==> src/rtl/button_ctrl_if.sv <==
// Front-panel bus: raw buttons and enable in, debounced levels, events and settings out.
interface button_ctrl_if #(
    parameter int unsigned VAL_W = 8
);
    logic [2:0]       btn_raw;
    logic             en;
    logic [2:0]       btn_state;
    logic [2:0]       evt_press;
    logic [VAL_W-1:0] value;
    logic [1:0]       mode;
    logic             upd;
    logic             sat;

    modport master (
        output btn_raw, en,
        input  btn_state, evt_press, value, mode, upd, sat
    );

    modport slave (
        input  btn_raw, en,
        output btn_state, evt_press, value, mode, upd, sat
    );
endinterface

==> src/rtl/button_ctrl.sv <==
// Front-panel button controller: debounce of up/down/mode, press / long-press /
// auto-repeat sequencing, and the runtime value/mode settings register.
module button_ctrl #(
    parameter int unsigned TICK_DIV   = 100000,
    parameter int unsigned DEB_TICKS  = 5,
    parameter int unsigned LONG_TICKS = 500,
    parameter int unsigned REP_TICKS  = 100,
    parameter int unsigned VAL_W      = 8,
    parameter int unsigned VAL_DEF    = 128,
    parameter int unsigned VAL_MAX    = 255,
    parameter int unsigned N_MODE     = 4
) (
    input logic          clk,
    input logic          rst_n,
    button_ctrl_if.slave bus
);

    localparam int unsigned TICK_W = (TICK_DIV > 1) ? $clog2(TICK_DIV) : 1;
    localparam int unsigned DEB_W  = $clog2(DEB_TICKS + 1);
    localparam int unsigned HMAX   = (LONG_TICKS > REP_TICKS) ? LONG_TICKS : REP_TICKS;
    localparam int unsigned HCNT_W = $clog2(HMAX + 1);

    localparam logic [TICK_W-1:0] TICK_LAST = TICK_W'(TICK_DIV - 1);
    localparam logic [DEB_W-1:0]  DEB_LAST  = DEB_W'(DEB_TICKS - 1);
    localparam logic [HCNT_W-1:0] LONG_LAST = HCNT_W'(LONG_TICKS - 1);
    localparam logic [HCNT_W-1:0] REP_LAST  = HCNT_W'(REP_TICKS - 1);
    localparam logic [HCNT_W-1:0] HCNT_ONE  = HCNT_W'(1);
    localparam logic [VAL_W:0]    EXT_ONE   = (VAL_W + 1)'(1);
    localparam logic [VAL_W:0]    EXT_MAX   = (VAL_W + 1)'(VAL_MAX);
    localparam logic [1:0]        MODE_LAST = 2'(N_MODE - 1);

    typedef enum logic [1:0] {StIdle, StPressed, StRepeat} hold_st_e;
    typedef enum logic [1:0] {MdIdle, MdHeld, MdLong} mode_st_e;

    logic [2:0]        sync1_q, sync2_q;
    logic [TICK_W-1:0] tick_cnt_q;
    logic              tick;
    logic [DEB_W-1:0]  deb_cnt_q [3];
    logic [2:0]        btn_state_q, evt_press_q;

    hold_st_e          hold_q, hold_d;
    logic              own_dn_q, own_dn_d;
    logic [HCNT_W-1:0] hcnt_q, hcnt_d;
    logic              owner_held;
    logic              step_up, step_dn;

    mode_st_e          mst_q, mst_d;
    logic [HCNT_W-1:0] mcnt_q, mcnt_d;
    logic              mode_adv, restore;

    logic [VAL_W-1:0]  value_q, value_d;
    logic [1:0]        mode_q, mode_d;
    logic              upd_q, upd_d;
    logic              sat_q, sat_d;
    logic [VAL_W:0]    step_ext;

    assign tick       = (tick_cnt_q == TICK_LAST);
    assign owner_held = own_dn_q ? btn_state_q[1] : btn_state_q[0];

    // Two-stage synchroniser for the asynchronous raw buttons.
    always_ff @(posedge clk or negedge rst_n) begin
        if (!rst_n) begin
            sync1_q <= '0;
            sync2_q <= '0;
        end else begin
            sync1_q <= bus.btn_raw;
            sync2_q <= sync1_q;
        end
    end

    // Shared sample-tick prescaler.
    always_ff @(posedge clk or negedge rst_n) begin
        if (!rst_n) begin
            tick_cnt_q <= '0;
        end else if (tick) begin
            tick_cnt_q <= '0;
        end else begin
            tick_cnt_q <= tick_cnt_q + TICK_W'(1);
        end
    end

    // Per-button debounce; evt_press rises together with the debounced level.
    always_ff @(posedge clk or negedge rst_n) begin
        if (!rst_n) begin
            for (int i = 0; i < 3; i++) begin
                deb_cnt_q[i] <= '0;
            end
            btn_state_q <= '0;
            evt_press_q <= '0;
        end else begin
            evt_press_q <= '0;
            if (tick) begin
                for (int i = 0; i < 3; i++) begin
                    if (sync2_q[i] != btn_state_q[i]) begin
                        if (deb_cnt_q[i] == DEB_LAST) begin
                            btn_state_q[i] <= sync2_q[i];
                            evt_press_q[i] <= sync2_q[i];
                            deb_cnt_q[i]   <= '0;
                        end else begin
                            deb_cnt_q[i] <= deb_cnt_q[i] + DEB_W'(1);
                        end
                    end else begin
                        deb_cnt_q[i] <= '0;
                    end
                end
            end
        end
    end

    // Up/down hold sequencer: first pressed button owns stepping until released.
    always_comb begin
        hold_d   = hold_q;
        own_dn_d = own_dn_q;
        hcnt_d   = hcnt_q;
        step_up  = 1'b0;
        step_dn  = 1'b0;
        if (!bus.en) begin
            hold_d   = StIdle;
            own_dn_d = 1'b0;
            hcnt_d   = '0;
        end else begin
            unique case (hold_q)
                StIdle: begin
                    hcnt_d = '0;
                    // Up is tested first so it wins a same-cycle press.
                    if (evt_press_q[0]) begin
                        own_dn_d = 1'b0;
                        step_up  = 1'b1;
                        hold_d   = StPressed;
                    end else if (evt_press_q[1]) begin
                        own_dn_d = 1'b1;
                        step_dn  = 1'b1;
                        hold_d   = StPressed;
                    end
                end
                StPressed: begin
                    if (!owner_held) begin
                        hold_d = StIdle;
                        hcnt_d = '0;
                    end else if (tick) begin
                        if (hcnt_q == LONG_LAST) begin
                            step_up = !own_dn_q;
                            step_dn = own_dn_q;
                            hold_d  = StRepeat;
                            hcnt_d  = '0;
                        end else begin
                            hcnt_d = hcnt_q + HCNT_ONE;
                        end
                    end
                end
                StRepeat: begin
                    if (!owner_held) begin
                        hold_d = StIdle;
                        hcnt_d = '0;
                    end else if (tick) begin
                        if (hcnt_q == REP_LAST) begin
                            step_up = !own_dn_q;
                            step_dn = own_dn_q;
                            hcnt_d  = '0;
                        end else begin
                            hcnt_d = hcnt_q + HCNT_ONE;
                        end
                    end
                end
                default: begin
                    hold_d = StIdle;
                    hcnt_d = '0;
                end
            endcase
        end
    end

    // Hold sequencer state register.
    always_ff @(posedge clk or negedge rst_n) begin
        if (!rst_n) begin
            hold_q   <= StIdle;
            own_dn_q <= 1'b0;
            hcnt_q   <= '0;
        end else begin
            hold_q   <= hold_d;
            own_dn_q <= own_dn_d;
            hcnt_q   <= hcnt_d;
        end
    end

    // Mode button: short press advances on release, long press restores the value.
    always_comb begin
        mst_d    = mst_q;
        mcnt_d   = mcnt_q;
        mode_adv = 1'b0;
        restore  = 1'b0;
        if (!bus.en) begin
            mst_d  = MdIdle;
            mcnt_d = '0;
        end else begin
            unique case (mst_q)
                MdIdle: begin
                    mcnt_d = '0;
                    if (evt_press_q[2]) begin
                        mst_d = MdHeld;
                    end
                end
                MdHeld: begin
                    if (!btn_state_q[2]) begin
                        mode_adv = 1'b1;
                        mst_d    = MdIdle;
                    end else if (tick) begin
                        if (mcnt_q == LONG_LAST) begin
                            restore = 1'b1;
                            mst_d   = MdLong;
                        end else begin
                            mcnt_d = mcnt_q + HCNT_ONE;
                        end
                    end
                end
                MdLong: begin
                    // Release after a restore does not advance the mode.
                    if (!btn_state_q[2]) begin
                        mst_d = MdIdle;
                    end
                end
                default: begin
                    mst_d = MdIdle;
                end
            endcase
        end
    end

    // Mode sequencer state register.
    always_ff @(posedge clk or negedge rst_n) begin
        if (!rst_n) begin
            mst_q  <= MdIdle;
            mcnt_q <= '0;
        end else begin
            mst_q  <= mst_d;
            mcnt_q <= mcnt_d;
        end
    end

    // Settings update: restore beats a step; a step past a limit only flags sat.
    always_comb begin
        value_d  = value_q;
        mode_d   = mode_q;
        sat_d    = 1'b0;
        step_ext = step_dn ? ({1'b0, value_q} - EXT_ONE) : ({1'b0, value_q} + EXT_ONE);
        if (restore) begin
            value_d = VAL_W'(VAL_DEF);
        end else if (step_up || step_dn) begin
            // Down from 0 wraps the extended result high, so one compare covers both ends.
            if (step_ext > EXT_MAX) begin
                sat_d = 1'b1;
            end else begin
                value_d = step_ext[VAL_W-1:0];
            end
        end
        if (mode_adv) begin
            mode_d = (mode_q == MODE_LAST) ? 2'd0 : mode_q + 2'd1;
        end
        upd_d = (value_d != value_q) || (mode_d != mode_q);
    end

    // Settings register and strobes.
    always_ff @(posedge clk or negedge rst_n) begin
        if (!rst_n) begin
            value_q <= VAL_W'(VAL_DEF);
            mode_q  <= 2'd0;
            upd_q   <= 1'b0;
            sat_q   <= 1'b0;
        end else begin
            value_q <= value_d;
            mode_q  <= mode_d;
            upd_q   <= upd_d;
            sat_q   <= sat_d;
        end
    end

    assign bus.btn_state = btn_state_q;
    assign bus.evt_press = evt_press_q;
    assign bus.value     = value_q;
    assign bus.mode      = mode_q;
    assign bus.upd       = upd_q;
    assign bus.sat       = sat_q;

endmodule

==> src/flat_wrapper.sv <==
// flat-port wrapper written by rule: the top's interface ports become plain ports
module button_ctrl_flat 
#(
    parameter int unsigned TICK_DIV   = 100000,
    parameter int unsigned DEB_TICKS  = 5,
    parameter int unsigned LONG_TICKS = 500,
    parameter int unsigned REP_TICKS  = 100,
    parameter int unsigned VAL_W      = 8,
    parameter int unsigned VAL_DEF    = 128,
    parameter int unsigned VAL_MAX    = 255,
    parameter int unsigned N_MODE     = 4
)
  (clk, rst_n, bus_btn_raw, bus_en, bus_btn_state, bus_evt_press, bus_value, bus_mode, bus_upd, bus_sat);
  button_ctrl_if #(.VAL_W(VAL_W)) bus_i ();
  input logic clk;
  input logic rst_n;
  input wire logic [$bits(bus_i.btn_raw)-1:0] bus_btn_raw;
  input wire logic [$bits(bus_i.en)-1:0] bus_en;
  output wire logic [$bits(bus_i.btn_state)-1:0] bus_btn_state;
  output wire logic [$bits(bus_i.evt_press)-1:0] bus_evt_press;
  output wire logic [$bits(bus_i.value)-1:0] bus_value;
  output wire logic [$bits(bus_i.mode)-1:0] bus_mode;
  output wire logic [$bits(bus_i.upd)-1:0] bus_upd;
  output wire logic [$bits(bus_i.sat)-1:0] bus_sat;
  assign bus_i.btn_raw = bus_btn_raw;
  assign bus_i.en = bus_en;
  assign bus_btn_state = bus_i.btn_state;
  assign bus_evt_press = bus_i.evt_press;
  assign bus_value = bus_i.value;
  assign bus_mode = bus_i.mode;
  assign bus_upd = bus_i.upd;
  assign bus_sat = bus_i.sat;
  button_ctrl #(.TICK_DIV(TICK_DIV), .DEB_TICKS(DEB_TICKS), .LONG_TICKS(LONG_TICKS), .REP_TICKS(REP_TICKS), .VAL_W(VAL_W), .VAL_DEF(VAL_DEF), .VAL_MAX(VAL_MAX), .N_MODE(N_MODE)) u_core (.clk(clk), .rst_n(rst_n), .bus(bus_i));
endmodule
==> config.mk <==
export PLATFORM = sky130hd
export DESIGN_NAME = button_ctrl_flat
export DESIGN_NICKNAME = d
export VERILOG_FILES = /design/src/rtl/button_ctrl_if.sv /design/src/rtl/button_ctrl.sv /design/src/flat_wrapper.sv
export SDC_FILE = /design/constraint.sdc
export NUM_CORES = 1
export LEC_CHECK = 0
export ABC_AREA = 1
export CORE_ASPECT_RATIO = 2
export CORE_MARGIN = 1.5
export CORE_UTILIZATION = 40
export DETAILED_ROUTE_END_ITERATION = 10
export GPL_ROUTABILITY_DRIVEN = 0
export PLACE_DENSITY = 0.58
export SLEW_MARGIN = 40
export SYNTH_ARGS = -nofsm -noshare
export SYNTH_HDL_FRONTEND = slang
export SYNTH_SLANG_ARGS = --single-unit
export TNS_END_PERCENT = 10
==> constraint.sdc <==
create_clock -name clk -period 7 [get_ports clk]
set_clock_uncertainty 0.05 [all_clocks]
set_input_delay 0.7 -clock clk [delete_from_list [all_inputs] [get_ports clk]]
set_output_delay 0.7 -clock clk [all_outputs]
set_load 0.02 [all_outputs]
; After elaboration in Yosys (flattened, before gate mapping)
; Index checks and enable logic that the tools add are counted.
[word_totals]
latch_bits = 0
ramBits = 0
memories = 0
ff_bits = 73
output_inout_bits = 18
mem_bits_ro = 0
word_cells = 157
input_bits = 6
[op_classes]
n_bitwise = 0
order_cmp = 1
eq_ne = 32
div_mod_pow = 0
multipliers = 0
muxes = 83
shift = 0
n_reduce_logical = 13
n_addsub = 9
[ops]
columns = operator, count
row1 = $mux 9, 12
row2 = $mux 1, 39
row3 = $pmux 9 s2, 2
row4 = $mux 2, 15
row5 = $mux 8, 3
row6 = $mux 3, 7
row7 = $add 9x1->9 const B, 2
row8 = $eq 9x9->1 const B, 2
row9 = $add 17x1->17 const B, 1
row10 = $eq 17x17->1 const B, 1
row11 = $mux 17, 1
row12 = $ne 4x3->1 const B, 3
row13 = $pmux 2 s3, 2
row14 = $reduce_and 4->1, 3
row15 = $add 3x1->3 const B, 3
row16 = $add 8x1->9 const B, 1
row17 = $eq 3x3->1 const B, 3
row18 = $eq 9x7->1 const B, 1
row19 = $gt 9x8->1 const B, 1
row20 = $ne 3x2->1 const B, 3
row21 = $ne 3x3->1 const B, 3
row22 = $reduce_and 3->1, 3
row23 = $sub 8x1->9 const B, 1
row24 = $ne 4x4->1 const B, 2
row25 = 14 further kinds, 24

; Depth between registers and ports, before layout
[logic_depth]
depth_word = 13
depth_mapped = 30
depth_no_buf = 29

; Least setup slack after synthesis
; OpenSTA, ideal clock, no wires.
[synth_path]
kind = reg-to-reg
startpoint = register u_core.tick_cnt_q[0]
endpoint = register u_core.upd_q, in the netlist u_core.bus.upd
path_slack_ns = 3.904
setup_ns = 0.130
arrival_time_ns = 2.915
required_ns = 6.820
path_stages_with_launch = 29
n_path_buf = 1
path_cell_list = dfrtp_1 > ha_1 > nand2_1 > inv_2 > nand2_2 > nor2_4 > nand3_1 > nor2_2 > nand2_2 > nand2_4 > nand2_1 > inv_1 > ha_1 > ha_1 > nor2_1 > nand2_1 > nor2_1 > nand3_1 > nor2_1 > nand4_1 > nand2_2 > nor2_4 > buf_8 > nand3b_2 > nand2_2 > nand2_1 > nand2_1 > nor2_1 > nand4_1
[synth_via]
elab_chain_len = 12
word_cells_on_any_way = 25
cone_classes = order compare (1) / eq/ne (2) / mux (20) / reduce/logical (2)
[synth_rtl]
columns = element, line
row1 = from (decl), button_ctrl.sv:36  ; logic [TICK_W-1:0] tick_cnt_q;
row2 = from (signal assigned), button_ctrl.sv:78  ; tick_cnt_q <= tick_cnt_q + TICK_W'(1);
row3 = $eq 17x17->1 (*), button_ctrl.sv:57  ; assign tick = (tick_cnt_q == TICK_LAST);
row4 = $mux 1 (on tied branches), "button_ctrl.sv:155, button_ctrl.sv:140"
row5 = $mux 1 (on tied branches), "button_ctrl.sv:152, button_ctrl.sv:137"
row6 = $pmux 1 s3, button_ctrl.sv:122  ; unique case (hold_q)
row7 = $mux 1, button_ctrl.sv:117  ; if (!bus.en) begin
row8 = $mux 9, button_ctrl.sv:245  ; step_ext = step_dn ? ({1'b0, value_q} - EXT_ONE) : ({1'b0, value_q} + EXT_ONE);
row9 = $gt 9x8->1, button_ctrl.sv:250  ; if (step_ext > EXT_MAX) begin
row10 = $mux 8, button_ctrl.sv:250
row11 = $mux 8, button_ctrl.sv:248  ; end else if (step_up || step_dn) begin
row12 = $mux 8 (*), button_ctrl.sv:246  ; if (restore) begin
row13 = $ne 8x8->1 (*), button_ctrl.sv:259  ; upd_d = (value_d != value_q) || (mode_d != mode_q);
row14 = $logic_or 1x1->1 (*), button_ctrl.sv:259
row15 = net u_core.upd_d, button_ctrl.sv:53  ; logic upd_q, upd_d;
row16 = to (signal assigned), button_ctrl.sv:272  ; upd_q <= upd_d;
row17 = to (decl), button_ctrl.sv:53
; The timed path passes the listed nets; every way through them passes the cells marked *.
; A chain may end at the register's enable or synchronous reset.

; Final worst setup path
[layout_path]
startpoint = input port bus_en
endpoint = register u_core.upd_q, in the netlist u_core.bus.upd
[layout_via]
elab_chain_len = 8
word_cells_on_any_way = 14
cone_classes = order compare (1) / eq/ne (2) / mux (9) / reduce/logical (2)
[layout_rtl]
columns = element, line
row1 = from (decl), flat_wrapper.sv:18  ; input wire logic [$bits(bus_i.en)-1:0] bus_en;
row2 = $mux 1, button_ctrl.sv:117
row3 = $mux 9, button_ctrl.sv:245
row4 = $gt 9x8->1, button_ctrl.sv:250
row5 = $mux 8, button_ctrl.sv:250
row6 = $mux 8, button_ctrl.sv:248
row7 = $mux 8 (*), button_ctrl.sv:246
row8 = net u_core.value_d[7], button_ctrl.sv:51  ; logic [VAL_W-1:0] value_q, value_d;
row9 = $ne 8x8->1 (*), button_ctrl.sv:259
row10 = $logic_or 1x1->1 (*), button_ctrl.sv:259
row11 = net u_core.upd_d, button_ctrl.sv:53
; Marked as above.

==> summary.txt <==
CRITICAL PATH
--------------------------------------------------------------------------------
Worst-path maximum fanout                                                     13
Chain of cells forming the critical path                            clkdlybuf4s50_1 -> inv_1 -> nor2_1 -> nand2_1 -> inv_1 -> ha_1 -> a21oi_1 -> o21ai_0 -> a21oi_1 -> a21oi_2 -> nor2_4 -> nand3_1 -> nand3_1 -> nand2_1 -> nand2_1 -> nand4_1
Worst setup startpoint                                                    bus_en
Worst path most repeated cell                                            nand2_1
Register-to-register setup slack                                         3.33 ns
Reg-to-reg startpoint                                               u_core.tick_cnt_q[0]$_DFF_PN0_
Reg2reg path depth                                                            22
CP Capture Type                                                        flip-flop
Kind of start point of the critical path                            primary input
End of the worst register-to-register path                          u_core.bus.upd$_DFF_PN0_
Stages on worst setup path                                                    16
Buf/Inv on CP                                                                  3
Dominant delay contributor by cell family on the critical path      simple AND/OR/NAND/NOR gates
Delay of the slowest cell on the worst path                              0.57 ns
End point of the critical path                                      u_core.bus.upd$_DFF_PN0_
Critical path start-end classification                              primary input to flip-flop
Worst EP arrival                                                         4.01 ns
Critical path data required time                                         7.16 ns
Slowest library cell on the worst path                              clkdlybuf4s50_1

SYNTHESIS
--------------------------------------------------------------------------------
Count leader, synth                                                      nand2_1
YS warnings                                                                    0
Share of synthesized flip-flops with an asynchronous set or reset           1.00
Post-synthesis sequential element count                                       73
Proportion of synthesized chip area in sequential cells                    0.422
Number of synthesized flops with an enable pin                                 0
Post-synth net total                                                         594
Post-Synthesis Cell Area                                                4330 µm²
Avg Cell Area, Syn                                                      7.68 µm²
Commonest cells post-synth                                          110 x nand2_1, 103 x inv_1, 72 x dfrtp_1, 63 x nor2_1, 33 x a21oi_1
Post-synth top flop                                                      dfrtp_1
Most area-hungry cell type in the Yosys netlist                          dfrtp_1
Yosys top cell area share                                                  0.416
Cells after Synth                                                            564
Cell types with the largest area share after synthesis              dfrtp_1 42%, nand2_1 9.5%, inv_1 8.9%
Yosys cell types                                                              47

TIMING
--------------------------------------------------------------------------------
Final Setup Violations                                                         0
Fmax                                                                   0.259 GHz
Minimum clock period after layout                                        3.86 ns
Unrepaired setup endpoints after global routing                               no
Relative slew margins                                                      0.538
Transition time at the pin with the least slew margin                   0.693 ns
Hold violation total from the final report                                     0
Setup total negative slack                                                  0 ns
Final Max Tran Viols                                                           0
Period utilisation layout                                                  0.551

FLOORPLAN
--------------------------------------------------------------------------------
Horiz. Die Dim                                                           76.6 µm
Placeable core region                                                  10500 µm²
Die height                                                                150 µm
Effective utilization at floorplan                                         0.411
Core Rows                                                                     53
Die Footprint                                                          11500 µm²
I/O pins                                                                      24

POWER AND IR DROP
--------------------------------------------------------------------------------
Power share of the clock group                                             0.465
Leakage                                                                  2.48 nW
Power consumption                                                        1.09 mW
Switching share of power                                                   0.253
Power Density                                                         217 nW/µm²
Sequential group share of total power                                      0.417
Internal Dissipation                                                    0.816 mW
Total net switching power                                               0.276 mW
Maximum vdd ir drop                                                   0.000120 V
Part of the total power dissipated in combinational logic                  0.118

WORST HOLD PATH
--------------------------------------------------------------------------------
Type of the most critical hold path                                 flip-flop to flip-flop

CLOCKING
--------------------------------------------------------------------------------
Clock root buffer                                                      clkbuf_16
Clock network latency to the later pin of the worst-skew pair            0.33 ns
Clock transition at path regs                                            0.06 ns
Sinks on Clock Net                                                            73
TritonCTS buffer count                                                         9
Deepest clock path buffer count                                                2
Number of hold buffers added after CTS                                         0
Max H-tree Level                                                               3
Post-CTS sizing                                                                0
TritonCTS clock tree                                                       built
Number of buffers inserted by post-CTS setup repair                            0

ROUTING
--------------------------------------------------------------------------------
Post-route DRC violation count                                                 0
Number of DRC violations after detailed-routing iteration 0                  134
Detailed-route wire length                                               9330 µm
Via count normalized by instance count                                      4.95
Antenna-violating nets left                                                    0
Routed wire length per instance                                          12.7 µm
Number of vias in the routed layout                                         3637
Pre-antenna DRT Iters                                                          4

FINISH
--------------------------------------------------------------------------------
Syn-to-layout area delta                                                   16.1%
Fraction of final layout cells sized beyond drive strength 1              0.0953
Cell area after layout                                                  5030 µm²
Antenna cells                                                                  0
Fillers                                                                     1039
Post-layout util                                                           0.477
Total Nets Final                                                             623

GLOBAL ROUTE
--------------------------------------------------------------------------------
Number of global-route vias before repair                                   3691
Grt ovf                                                                        0
Largest net degree at the start of global routing                             74
Antenna violations before repair                                               0
All-Layer GR Usage                                                         0.179
Wire length of the first global-routing pass                            16200 µm

PLACE
--------------------------------------------------------------------------------
Final HPWL from detailed placement                                       7040 µm
Cell area after placement                                               4700 µm²
Count of buffers from port buffering                                          23

OUTCOME
--------------------------------------------------------------------------------
Outcome                                                                completed

RUN
--------------------------------------------------------------------------------
Count of max-cap constraint violations                                         0

[worst reg2reg max path: stages (launching register included)]
cell     delay, ns
dfrtp_1       0.36
ha_1          0.17
nand2_1       0.09
inv_2         0.07
nand2_2       0.08
nor2_4        0.12
nand3_1       0.09
nor2_2        0.10
nand2_2       0.07
nand2_4       0.08
nand2_1       0.08
inv_1         0.23
ha_1          0.34
a21oi_1       0.23
o21ai_0       0.16
a21oi_1       0.30
a21oi_2       0.09
nor2_4        0.32
nand3_1       0.18
nand3_1       0.14
nand2_1       0.06
nand2_1       0.06
nand4_1       0.09
[worst min-delay path by stage]
stage                                              to  cells past startpoint                        start
after floorplan           u_core.sync2_q[0]$_DFF_PN0_                      0  u_core.sync1_q[0]$_DFF_PN0_
after global placement    u_core.sync2_q[0]$_DFF_PN0_                      0  u_core.sync1_q[0]$_DFF_PN0_
after detailed placement  u_core.sync2_q[2]$_DFF_PN0_                      0  u_core.sync1_q[2]$_DFF_PN0_
after CTS                 u_core.sync2_q[2]$_DFF_PN0_                      0  u_core.sync1_q[2]$_DFF_PN0_
after global routing      u_core.sync2_q[0]$_DFF_PN0_                      0  u_core.sync1_q[0]$_DFF_PN0_
final                     u_core.sync2_q[0]$_DFF_PN0_                      0  u_core.sync1_q[0]$_DFF_PN0_
[final cells by class]
type | count | area, µm² | area share
Multi-Input combinational cell | 376 | 2060 | 0.409
Sequential cell | 73 | 1830 | 0.363
Inverter | 110 | 413 | 0.0821
Clock buffer | 11 | 253 | 0.0502
Timing Repair Buffer | 23 | 231 | 0.0460
Tap cell | 137 | 171 | 0.0341
Clock inverter | 5 | 77.6 | 0.0154
[power by group through the flow]
stage	clock, mW	sequential, mW	combinational [mW]
6_report	0.508	0.455	0.129
5_1_grt	0.533	0.457	0.147
4_1_cts	0.516	0.455	0.131
3_5_place_dp	0	0.462	0.131
3_3_place_gp	0	0.461	0.125
2_1_floorplan	0	0.466	0.0757
[through the flow]
step,std cells,setup slack (ns),hold WS [ns]
finish,735,3.14,0.296
global route,735,2.88,0.312
global placement,719,2.95,0.282
detailed placement,719,2.82,0.285
CTS,735,3.17,0.298
floorplan,564,3.90,0.281
[flip-flops by register name, indices dropped and copies added, names as in the netlist]
| signal | count |
|---|---|
| u_core.tick_cnt_q | 17 |
| u_core.deb_cnt_q | 9 |
| u_core.hcnt_q | 9 |
| u_core.mcnt_q | 9 |
| u_core.bus.value | 8 |
| u_core.bus.btn_state | 3 |
| u_core.bus.evt_press | 3 |
| u_core.sync1_q | 3 |
| u_core.sync2_q | 3 |
| u_core.bus.mode | 2 |
| u_core.hold_q | 2 |
| u_core.mst_q | 2 |
| u_core.bus.sat | 1 |
| u_core.bus.upd | 1 |
| u_core.own_dn_q | 1 |
[cell usage in the layout (no fill, tap or decap), types with 10 or more instances in the layout]
cell type,n
o21ai_0,32
nand2_2,10
nor3_1,14
clkdlybuf4s50_1,22
inv_1,103
nor2_1,63
nand2_1,110
dfrtp_1,72
a21oi_1,33
nand3_1,31
ha_1,23
[metal layers]
| metal | part of all wire | GRT usage | vias up |
|---|---|---|---|
| met5 | 0 | 0 | - |
| met4 | 0.026 | 0.0917 | 0 |
| met3 | 0.016 | 0.0279 | 15 |
| met2 | 0.56 | 0.350 | 35 |
| met1 | 0.40 | 0.178 | 1736 |
| li1 | - | - | 1851 |
[cells by family after synthesis]
family,synth area share
AND/OR/NAND/NOR,0.276
adder cells (fa/ha/maj),0.0711
flip-flops,0.422
buffers and inverters,0.103
XOR/XNOR,0.0182
AO/OA/AOI/OAI,0.109
No activity file was read; power rests on OpenSTA's default activity.
